## config.mk

```make
export PLATFORM = sky130hd
export DESIGN_NAME = poci_keys
export DESIGN_NICKNAME = d
export VERILOG_FILES = /design/src/rtl/poci_keys.sv
export SDC_FILE = /design/constraint.sdc
export NUM_CORES = 1
export LEC_CHECK = 0
export CAP_MARGIN = 30
export CORE_MARGIN = 5
export CORE_UTILIZATION = 46
export DETAILED_ROUTE_END_ITERATION = 8
export HOLD_SLACK_MARGIN = 0.15
export PLACE_DENSITY = 0.78
export SYNTH_ARGS = -nofsm -noshare
export SYNTH_HDL_FRONTEND = slang
export SYNTH_SLANG_ARGS = --single-unit
```

## constraint.sdc

```tcl
create_clock -name clk -period 1.6 [get_ports clk]
set_input_delay 0.32 -clock clk [delete_from_list [all_inputs] [get_ports clk]]
set_output_delay 0.32 -clock clk [all_outputs]
set_load 0.01 [all_outputs]
```

## src/rtl/poci_keys.sv

```systemverilog
// POCI slave for the board push-buttons and slide switches: synchronises and
// debounces the pads, latches key-press events and raises a masked interrupt.
module poci_keys #(
    parameter int NKEYS    = 4,
    parameter int NSW      = 10,
    parameter int DEBOUNCE = 50000
) (
    input  logic             clk,
    input  logic             reset_n,
    input  logic             psel,
    input  logic             penable,
    input  logic             pwrite,
    input  logic [31:0]      paddr,
    input  logic [31:0]      pwdata,
    output logic [31:0]      prdata,
    output logic             pready,
    output logic             perr,
    input  logic [NKEYS-1:0] key_n,
    input  logic [NSW-1:0]   sw,
    output logic             irq
);
    localparam int            CW       = $clog2(DEBOUNCE);
    localparam logic [CW-1:0] CNT_LAST = CW'(DEBOUNCE - 1);
    localparam logic [5:0]    W_KEY    = 6'h00;
    localparam logic [5:0]    W_EDGE   = 6'h01;
    localparam logic [5:0]    W_MASK   = 6'h02;
    localparam logic [5:0]    W_SW     = 6'h04;

    logic [NKEYS-1:0] key_s1_q, key_s2_q, key_sync;
    logic [NSW-1:0]   sw_s1_q, sw_s2_q;
    logic [CW-1:0]    cnt_q [NKEYS];
    logic [CW-1:0]    cnt_d [NKEYS];
    logic [NKEYS-1:0] key_stable_q, key_stable_d;
    logic [NKEYS-1:0] key_edge_q, key_edge_d, edge_clr;
    logic [NKEYS-1:0] key_mask_q, key_mask_d;
    logic [31:0]      prdata_q, prdata_d, rd_mux;
    logic             irq_q, irq_d;
    logic             mapped, setup, access, wr_en;
    logic [5:0]       word;
    logic             unused_bits;

    assign word        = paddr[7:2];
    assign setup       = psel & ~penable;
    assign access      = psel & penable;
    assign wr_en       = access & pwrite;
    // Key synchroniser idles at 1 (released); invert so 1 means pressed.
    assign key_sync    = ~key_s2_q;
    assign unused_bits = ^{paddr[31:8], paddr[1:0], pwdata[31:NKEYS]};

    always_comb begin
        for (int i = 0; i < NKEYS; i++) begin
            cnt_d[i]        = '0;
            key_stable_d[i] = key_stable_q[i];
            if (key_sync[i] != key_stable_q[i]) begin
                if (cnt_q[i] == CNT_LAST) begin
                    key_stable_d[i] = key_sync[i];
                end else begin
                    cnt_d[i] = cnt_q[i] + CW'(1);
                end
            end
        end
    end

    always_comb begin
        rd_mux = '0;
        mapped = 1'b1;
        case (word)
            W_KEY:   rd_mux[NKEYS-1:0] = key_stable_q;
            W_EDGE:  rd_mux[NKEYS-1:0] = key_edge_q;
            W_MASK:  rd_mux[NKEYS-1:0] = key_mask_q;
            W_SW:    rd_mux[NSW-1:0]   = sw_s2_q;
            default: mapped            = 1'b0;
        endcase
    end

    // A new press sets its edge bit even when a W1C clear lands on the same edge.
    assign edge_clr   = (wr_en && word == W_EDGE) ? pwdata[NKEYS-1:0] : '0;
    assign key_edge_d = (key_edge_q & ~edge_clr) | (key_stable_d & ~key_stable_q);
    assign key_mask_d = (wr_en && word == W_MASK) ? pwdata[NKEYS-1:0] : key_mask_q;
    assign prdata_d   = (setup && !pwrite) ? rd_mux : prdata_q;
    assign irq_d      = |(key_edge_q & key_mask_q);

    always_ff @(posedge clk or negedge reset_n) begin
        if (!reset_n) begin
            key_s1_q     <= '1;
            key_s2_q     <= '1;
            sw_s1_q      <= '0;
            sw_s2_q      <= '0;
            key_stable_q <= '0;
            key_edge_q   <= '0;
            key_mask_q   <= '0;
            prdata_q     <= '0;
            irq_q        <= 1'b0;
            for (int i = 0; i < NKEYS; i++) cnt_q[i] <= '0;
        end else begin
            key_s1_q     <= key_n;
            key_s2_q     <= key_s1_q;
            sw_s1_q      <= sw;
            sw_s2_q      <= sw_s1_q;
            key_stable_q <= key_stable_d;
            key_edge_q   <= key_edge_d;
            key_mask_q   <= key_mask_d;
            prdata_q     <= prdata_d;
            irq_q        <= irq_d;
            for (int i = 0; i < NKEYS; i++) cnt_q[i] <= cnt_d[i];
        end
    end

    assign prdata = prdata_q;
    assign pready = 1'b1;
    assign perr   = access & ~mapped;
    assign irq    = irq_q;

endmodule

```

==> out/qor.yml, run 1 <==
status: "finished, violations left"
violations: "setup timing"
ant_nets: 0
grt_first_pass_wirelength_mm: 18.82
clk_latency_ns: 0.41
setup_viol: 43
syn_area_per_cell_um2: 10.72
wl_met2_mm: 6.391
chipHeight_um: 116.7
cts.sinks: 115
cp_slowest_stage_delay_ns: 0.39
synthTopCellsByArea: "dfrtp_1 51%, xnor2_1 8.2%, nor2_1 6.0%"
grtUsageTotal_pct: 17.60
netlist_instances: 488
maxCapViolations: 0
synth-async-reset-ratio_pct: 100.0
fmax_mhz: 601.0
rsz0062_at_grt: "yes"
final_core_util_pct: 62.17
fin_setup_tns_ns: -1.537
wl_met3_um: 452
ios: 118
hold_viol_final: 0
clockPowerShare_pct: 54.3
cp_max_fo: 3
clk_pin_slew_ns: 0.05
area_growth_pct: 33.93
firstDrtPassIters: 5
overflow: 0
routed_wl_mm: 11.85
ys_seq_elements: 115
slowest_stage: "dfrtp_1"
dieArea_um2: 13610
portBuffers: 40
n_fill_cell: 802
pwr-share-seq_pct: 40.2
synth.largest_area_cell: "dfrtp_1"
finalCritPeriodShare_pct: 104.0
arrival_ns: 1.95
rows: 39
antenna_cells: 0
required_ns: 1.89
min_period_ns: 1.664
slew_violations: 0
endpoint_kind: "register"
p_int_mw: 6.065
drc: 0
hold_path_class: "input port to register"
switching_share_pct: 20.44
gp_congestion: 0.8387
worstPathCellList: "nor4b_2 > nand3b_1 > o41ai_4 > buf_4 > nor2_2"
finalNetCount: 682
synth_cell_types: 35
p_per_area_nw_per_um2: 1088
fin_skew_ns: 0.01024
crit_type: "register to register"
drive_above_1_share_pct: 27.02
seq_area_frac_synth_pct: 55.19
layout_commonest_cell: "dfrtp_1"
grt_max_degree: 45
routedWlPerCell_um: 15.81
clockBufferDepth: 2
initial_core_util_pct: 46.42
synth_area_um2: 5233
htree_levels: 4
highest_layer: "met4"
cts_buffers: 17
antenna_found_initial: 0
power_frac_comb_pct: 5.5
drt_iter0_markers: 178
synth-edff-count: 0
cts_tree: "yes"
viasPerCell: 5.233
synth_top_area_share_pct: 51.17
synthFlopType: "dfrtp_1"
p_switching_mw: 1.558
setup_ws_ns: -0.06388
fp.dieW_um: 116.7
core_area_um2: 11270
irDropWorstVdd_uv: 1047
vias: 3925
wirelength_met1_mm: 4.784
dp.final_hpwl_mm: 7.109
final_cell_mix: "107 x dfrtp_1, 54 x nor2_1, 51 x buf_4, 49 x xnor2_1, 33 x nand2_1"
synth_warnings: 0
power.leakage_nw: 3.064
cts-root-buf: "clkbuf_16"
start_kind: "register"
grt_pass1_vias: 3975
[worst paths after layout]
path                            start     endpoint  slack [ns]  cells after the start
hold reg to reg            sw_s1_q[0]   sw_s2_q[0]        0.34                      0
setup reg to reg            cnt_q[61]    cnt_q[48]       -0.06                      5
setup / recovery            cnt_q[61]    cnt_q[48]       -0.06                      5
hold / removal               key_n[1]  key_s1_q[1]        0.32                      1
max in group asynchronous     reset_n  key_s2_q[2]        0.65                      3
min in group asynchronous     reset_n   sw_s1_q[6]        0.36                      2
[final cells by class]
type | count | area (um^2) | area share [%]
sequential | 115 | 2888 | 41.21
multi-input combinational | 340 | 2355 | 33.60
timing repair buffer | 97 | 845.8 | 12.07
clock buffer | 22 | 474.2 | 6.767
tap | 143 | 178.9 | 2.553
clock inverter | 9 | 176.4 | 2.517
inverter | 24 | 90.09 | 1.285
[power by group through the flow]
stage	combinational [mW]	clock, mW	sequential, mW
floorplan	0.197	0	3.10
global placement	0.382	0	3.10
detailed placement	0.391	0	3.10
CTS	0.395	4.18	3.06
global route	0.461	4.34	3.07
finish	0.417	4.14	3.06
[worst max-delay path, delay by kind of cell, from the launching register on]
kind                   cells  cell delay, ns
buffers and inverters      1            0.21
AND/OR/NAND/NOR            3            0.56
AO/OA/AOI/OAI              1            0.38
flip-flops                 1            0.39
[repair_timing]
item                                    in CTS  in global routing
hold buffers                                 1                  0
buffers inserted                             3                  8
endpoints found under the setup margin      46                 67
hold endpoints to repair                    25                  0
gates resized for setup                     35                 54
cloned                                       0                  1
pin swaps                                   17                 27
[per-stage QoR]
step | area (um^2) | cells | total power [mW] | hold WS [ns] | setup WS [ns]
global placement | 6013 | 706 | 3.481 | 0.2499 | -0.5417
floorplan | 5311 | 509 | 3.296 | 0.02441 | 0.002437
global route | 7008 | 750 | 7.875 | 0.3162 | -0.1520
detailed placement | 6013 | 706 | 3.494 | 0.2550 | -0.6559
CTS | 6748 | 741 | 7.631 | 0.3153 | -0.03758
finish | 7008 | 750 | 7.623 | 0.3228 | -0.06388
[synth_stat cells, types with 5 or more instances]
| library cell | n |
|---|---|
| xor2_1 | 11 |
| nor4_1 | 22 |
| nand3_1 | 27 |
| mux2i_1 | 8 |
| dfstp_2 | 8 |
| nor2_1 | 84 |
| nand4_1 | 16 |
| nor3_1 | 15 |
| inv_1 | 24 |
| and2_1 | 5 |
| xnor2_1 | 49 |
| dfrtp_1 | 107 |
| buf_4 | 23 |
| nand2_1 | 33 |
| o21ai_0 | 5 |
[metal layers]
layer	up-vias	track usage [%]
li1	1840	-
met2	98	30.24
met5	-	0
met4	0	7.416
met3	28	4.145
met1	1959	21.26
[logic make-up (layout without fill, tap and decap cells)]
| logic type | after synthesis | in the layout | synth area share [%] |
|---|---|---|---|
| and+or+nand+nor | 213 | 213 | 19.32 |
| DFF | 115 | 115 | 55.19 |
| xor gates and xnor gates | 60 | 60 | 10.04 |
| buffers and inverters | 54 | 152 | 6.122 |
| AOI/OAI and AO/OA | 28 | 28 | 5.834 |
| muxes | 12 | 12 | 2.391 |
| adders and majority gates | 4 | 4 | 0.9565 |
| other | 2 | 23 | 0.1435 |
[registers in the layout, indices dropped and copies added, names as in the netlist]
register,cells
cnt_q,64
irq,1
key_edge_q,4
key_mask_q,4
key_s1_q,4
key_s2_q,4
key_stable_q,4
prdata,10
sw_s1_q,10
sw_s2_q,10
Power figures use the tool's default switching activity.
==> run 2: changes to the inputs <==
--- a/config.mk
+++ b/config.mk
@@ -7,10 +7,12 @@
 export LEC_CHECK = 0
 export CAP_MARGIN = 30
 export CORE_MARGIN = 5
-export CORE_UTILIZATION = 46
+export CORE_UTILIZATION = 35
+export CTS_BUF_LIST = sky130_fd_sc_hd__clkbuf_8
 export DETAILED_ROUTE_END_ITERATION = 8
 export HOLD_SLACK_MARGIN = 0.15
-export PLACE_DENSITY = 0.78
+export PLACE_DENSITY = 0.62
+export RECOVER_POWER = 50
 export SYNTH_ARGS = -nofsm -noshare
 export SYNTH_HDL_FRONTEND = slang
 export SYNTH_SLANG_ARGS = --single-unit
==> run 2 against run 1 <==
- the flow still finishes with violations (setup timing)
- non-clock buffer count down 3
- worst setup slack better by 0.021 ns
- clock power down 30%
==> out/qor.yml, run 2 (synthesis results as in run 1) <==
required_ns: 1.93
fin_skew_ns: 0.008796
vias: 3717
clk_pin_slew_ns: 0.07
ant_nets: 0
antenna_cells: 0
setup_ws_ns: -0.04240
power_mw: 6.366
cts_buffers: 17
start_kind: "register"
switching_share_pct: 22.17
worstMarginPinSlew_ns: 0.5868
htree_levels: 4
cp_slowest_stage_delay_ns: 0.40
min_period_ns: 1.642
ios: 118
dp.final_hpwl_mm: 7.338
worstPathCellList: "nor4_2 > nand3_2 > o41ai_4 > buf_6 > nor2_2"
grt_first_pass_wirelength_mm: 17.89
grt_pass1_vias: 3823
viasPerCell: 4.711
p_per_area_nw_per_um2: 930.1
rows: 44
final_cell_mix: "107 x dfrtp_1, 53 x nor2_1, 48 x xnor2_1, 45 x buf_4, 33 x nand2_1"
initial_core_util_pct: 35.87
antenna_found_initial: 1
p_switching_mw: 1.412
crit_type: "register to register"
drive_above_1_share_pct: 27.60
grtUsageTotal_pct: 12.46
area_growth_pct: 30.80
cts_tree: "yes"
regMostFlops: "cnt_q"
pwr-share-seq_pct: 48.0
hold_viol_final: 0
cp_max_fo: 8
cts.sinks: 115
arrival_ns: 1.97
grt_max_degree: 47
final_core_util_pct: 46.91
drt_iter0_markers: 120
gp_congestion: 0.7999
core_area_um2: 14590
violations: "setup timing"
hold_path_class: "register to register"
overflow: 0
portBuffers: 40
power_frac_comb_pct: 6.3
fp.dieW_um: 132.3
finalNetCount: 679
rsz0062_at_grt: "yes"
p_int_mw: 4.954
routedWlPerCell_um: 13.61
cts-root-buf: "clkbuf_8"
fmax_mhz: 608.9
firstDrtPassIters: 4
layout_commonest_cell: "dfrtp_1"
largest_reg_flops: 64
setup_viol: 15
routed_wl_mm: 10.74
irDropWorstVdd_uv: 666.2
clk_latency_ns: 0.44
chipHeight_um: 132.3
power.leakage_nw: 2.969
hold-worst-slack_ns: 0.3436
slowest_stage: "dfrtp_1"
finalCritPeriodShare_pct: 102.6
drc: 0
clockBufferDepth: 2
endpoint_kind: "register"
maxCapViolations: 0
clockPowerShare_pct: 45.8
slew_violations: 0
dieArea_um2: 17500
status: "finished, violations left"
max-slew-margin-rel_pct: 60.88
[run 2: cell types whose count changed in the layout (fill, tap and decap cells not counted), moves of 6 or more]
cell	previous run	this run
buf_4	51	45
clkbuf_8	3	23
dlygate4sd3_1	1	15
clkbuf_16	17	0
clkdlybuf4s50_1	21	7
[run 2: layout make-up]
| type | instances | area [um^2] |
|---|---|---|
| clock buffers | 23 | 316.6 |
| clock inverters | 9 | 126.4 |
| fillers | 1282 | 7745 |
| inverters | 24 | 90.09 |
| multi-input cells | 340 | 2396 |
| flip-flops and latches | 115 | 2888 |
| well taps | 184 | 230.2 |
| repair buffers | 94 | 797.0 |
[run 2: worst max-delay path: cells and delay by family (launching register included)]
family / cells / cell delay [ns]
compound gates: 1 / 0.37
simple gates: 3 / 0.55
buf+inv: 1 / 0.23
flops: 1 / 0.40
[run 2: routing by layer]
metal / vias up / track usage (%) / share of wire (%)
li1: 1817 / - / -
met1: 1791 / 15.14 / 43
met2: 87 / 20.21 / 50
met3: 20 / 4.046 / 5.4
met4: 2 / 5.600 / 1.8
met5: - / 0 / 0.12
[run 2: final timing paths]
path	startpoint	endpoint	slack, ns	cells after the start
worst min register to register	sw_s1_q[3]	sw_s2_q[3]	0.34	0
worst max register to register	cnt_q[45]	cnt_q[47]	-0.04	5
worst max-delay path	cnt_q[45]	cnt_q[47]	-0.04	5
worst min-delay path	sw_s1_q[3]	sw_s2_q[3]	0.34	0
min in group asynchronous	reset_n	prdata[2]	0.41	2
max in group asynchronous	reset_n	key_s1_q[2]	0.21	3
[run 2: timing repair]
| action | CTS | global route |
|---|---|---|
| setup buffers | 0 | 6 |
| pin swaps | 7 | 33 |
| gates cloned | 0 | 0 |
| endpoints found under the hold margin | 107 | 0 |
| setup endpoints to repair | 32 | 61 |
| hold buffers | 1 | 0 |
| gates resized for setup | 29 | 67 |
[run 2: power groups by stage]
stage / registers, mW / clock network (mW) / logic [mW]
floorplan: 3.10 / 0 / 0.197
global placement: 3.10 / 0 / 0.396
detailed placement: 3.10 / 0 / 0.404
CTS: 3.05 / 3.00 / 0.392
global route: 3.06 / 3.16 / 0.447
finish: 3.05 / 2.91 / 0.399
[run 2: metrics by stage]
step / worst slack (ns) / std cells / cell area (um^2) / setup TNS (ns)
finish: -0.04240 / 789 / 6844 / -0.3984
detailed placement: -0.6321 / 750 / 6087 / -5.732
CTS: -0.01357 / 783 / 6556 / -0.01357
global route: -0.1486 / 789 / 6844 / -3.873
floorplan: 0.002437 / 509 / 5311 / 0
global placement: -0.5917 / 750 / 6087 / -4.892
==> run 3: changes to the inputs <==
--- a/config.mk
+++ b/config.mk
@@ -5,6 +5,7 @@
 export SDC_FILE = /design/constraint.sdc
 export NUM_CORES = 1
 export LEC_CHECK = 0
+export ABC_AREA = 0
 export CAP_MARGIN = 30
 export CORE_MARGIN = 5
 export CORE_UTILIZATION = 35
==> results of run 3 <==
Same layout as run 2: the final DEF is identical, and so are final timing and power.
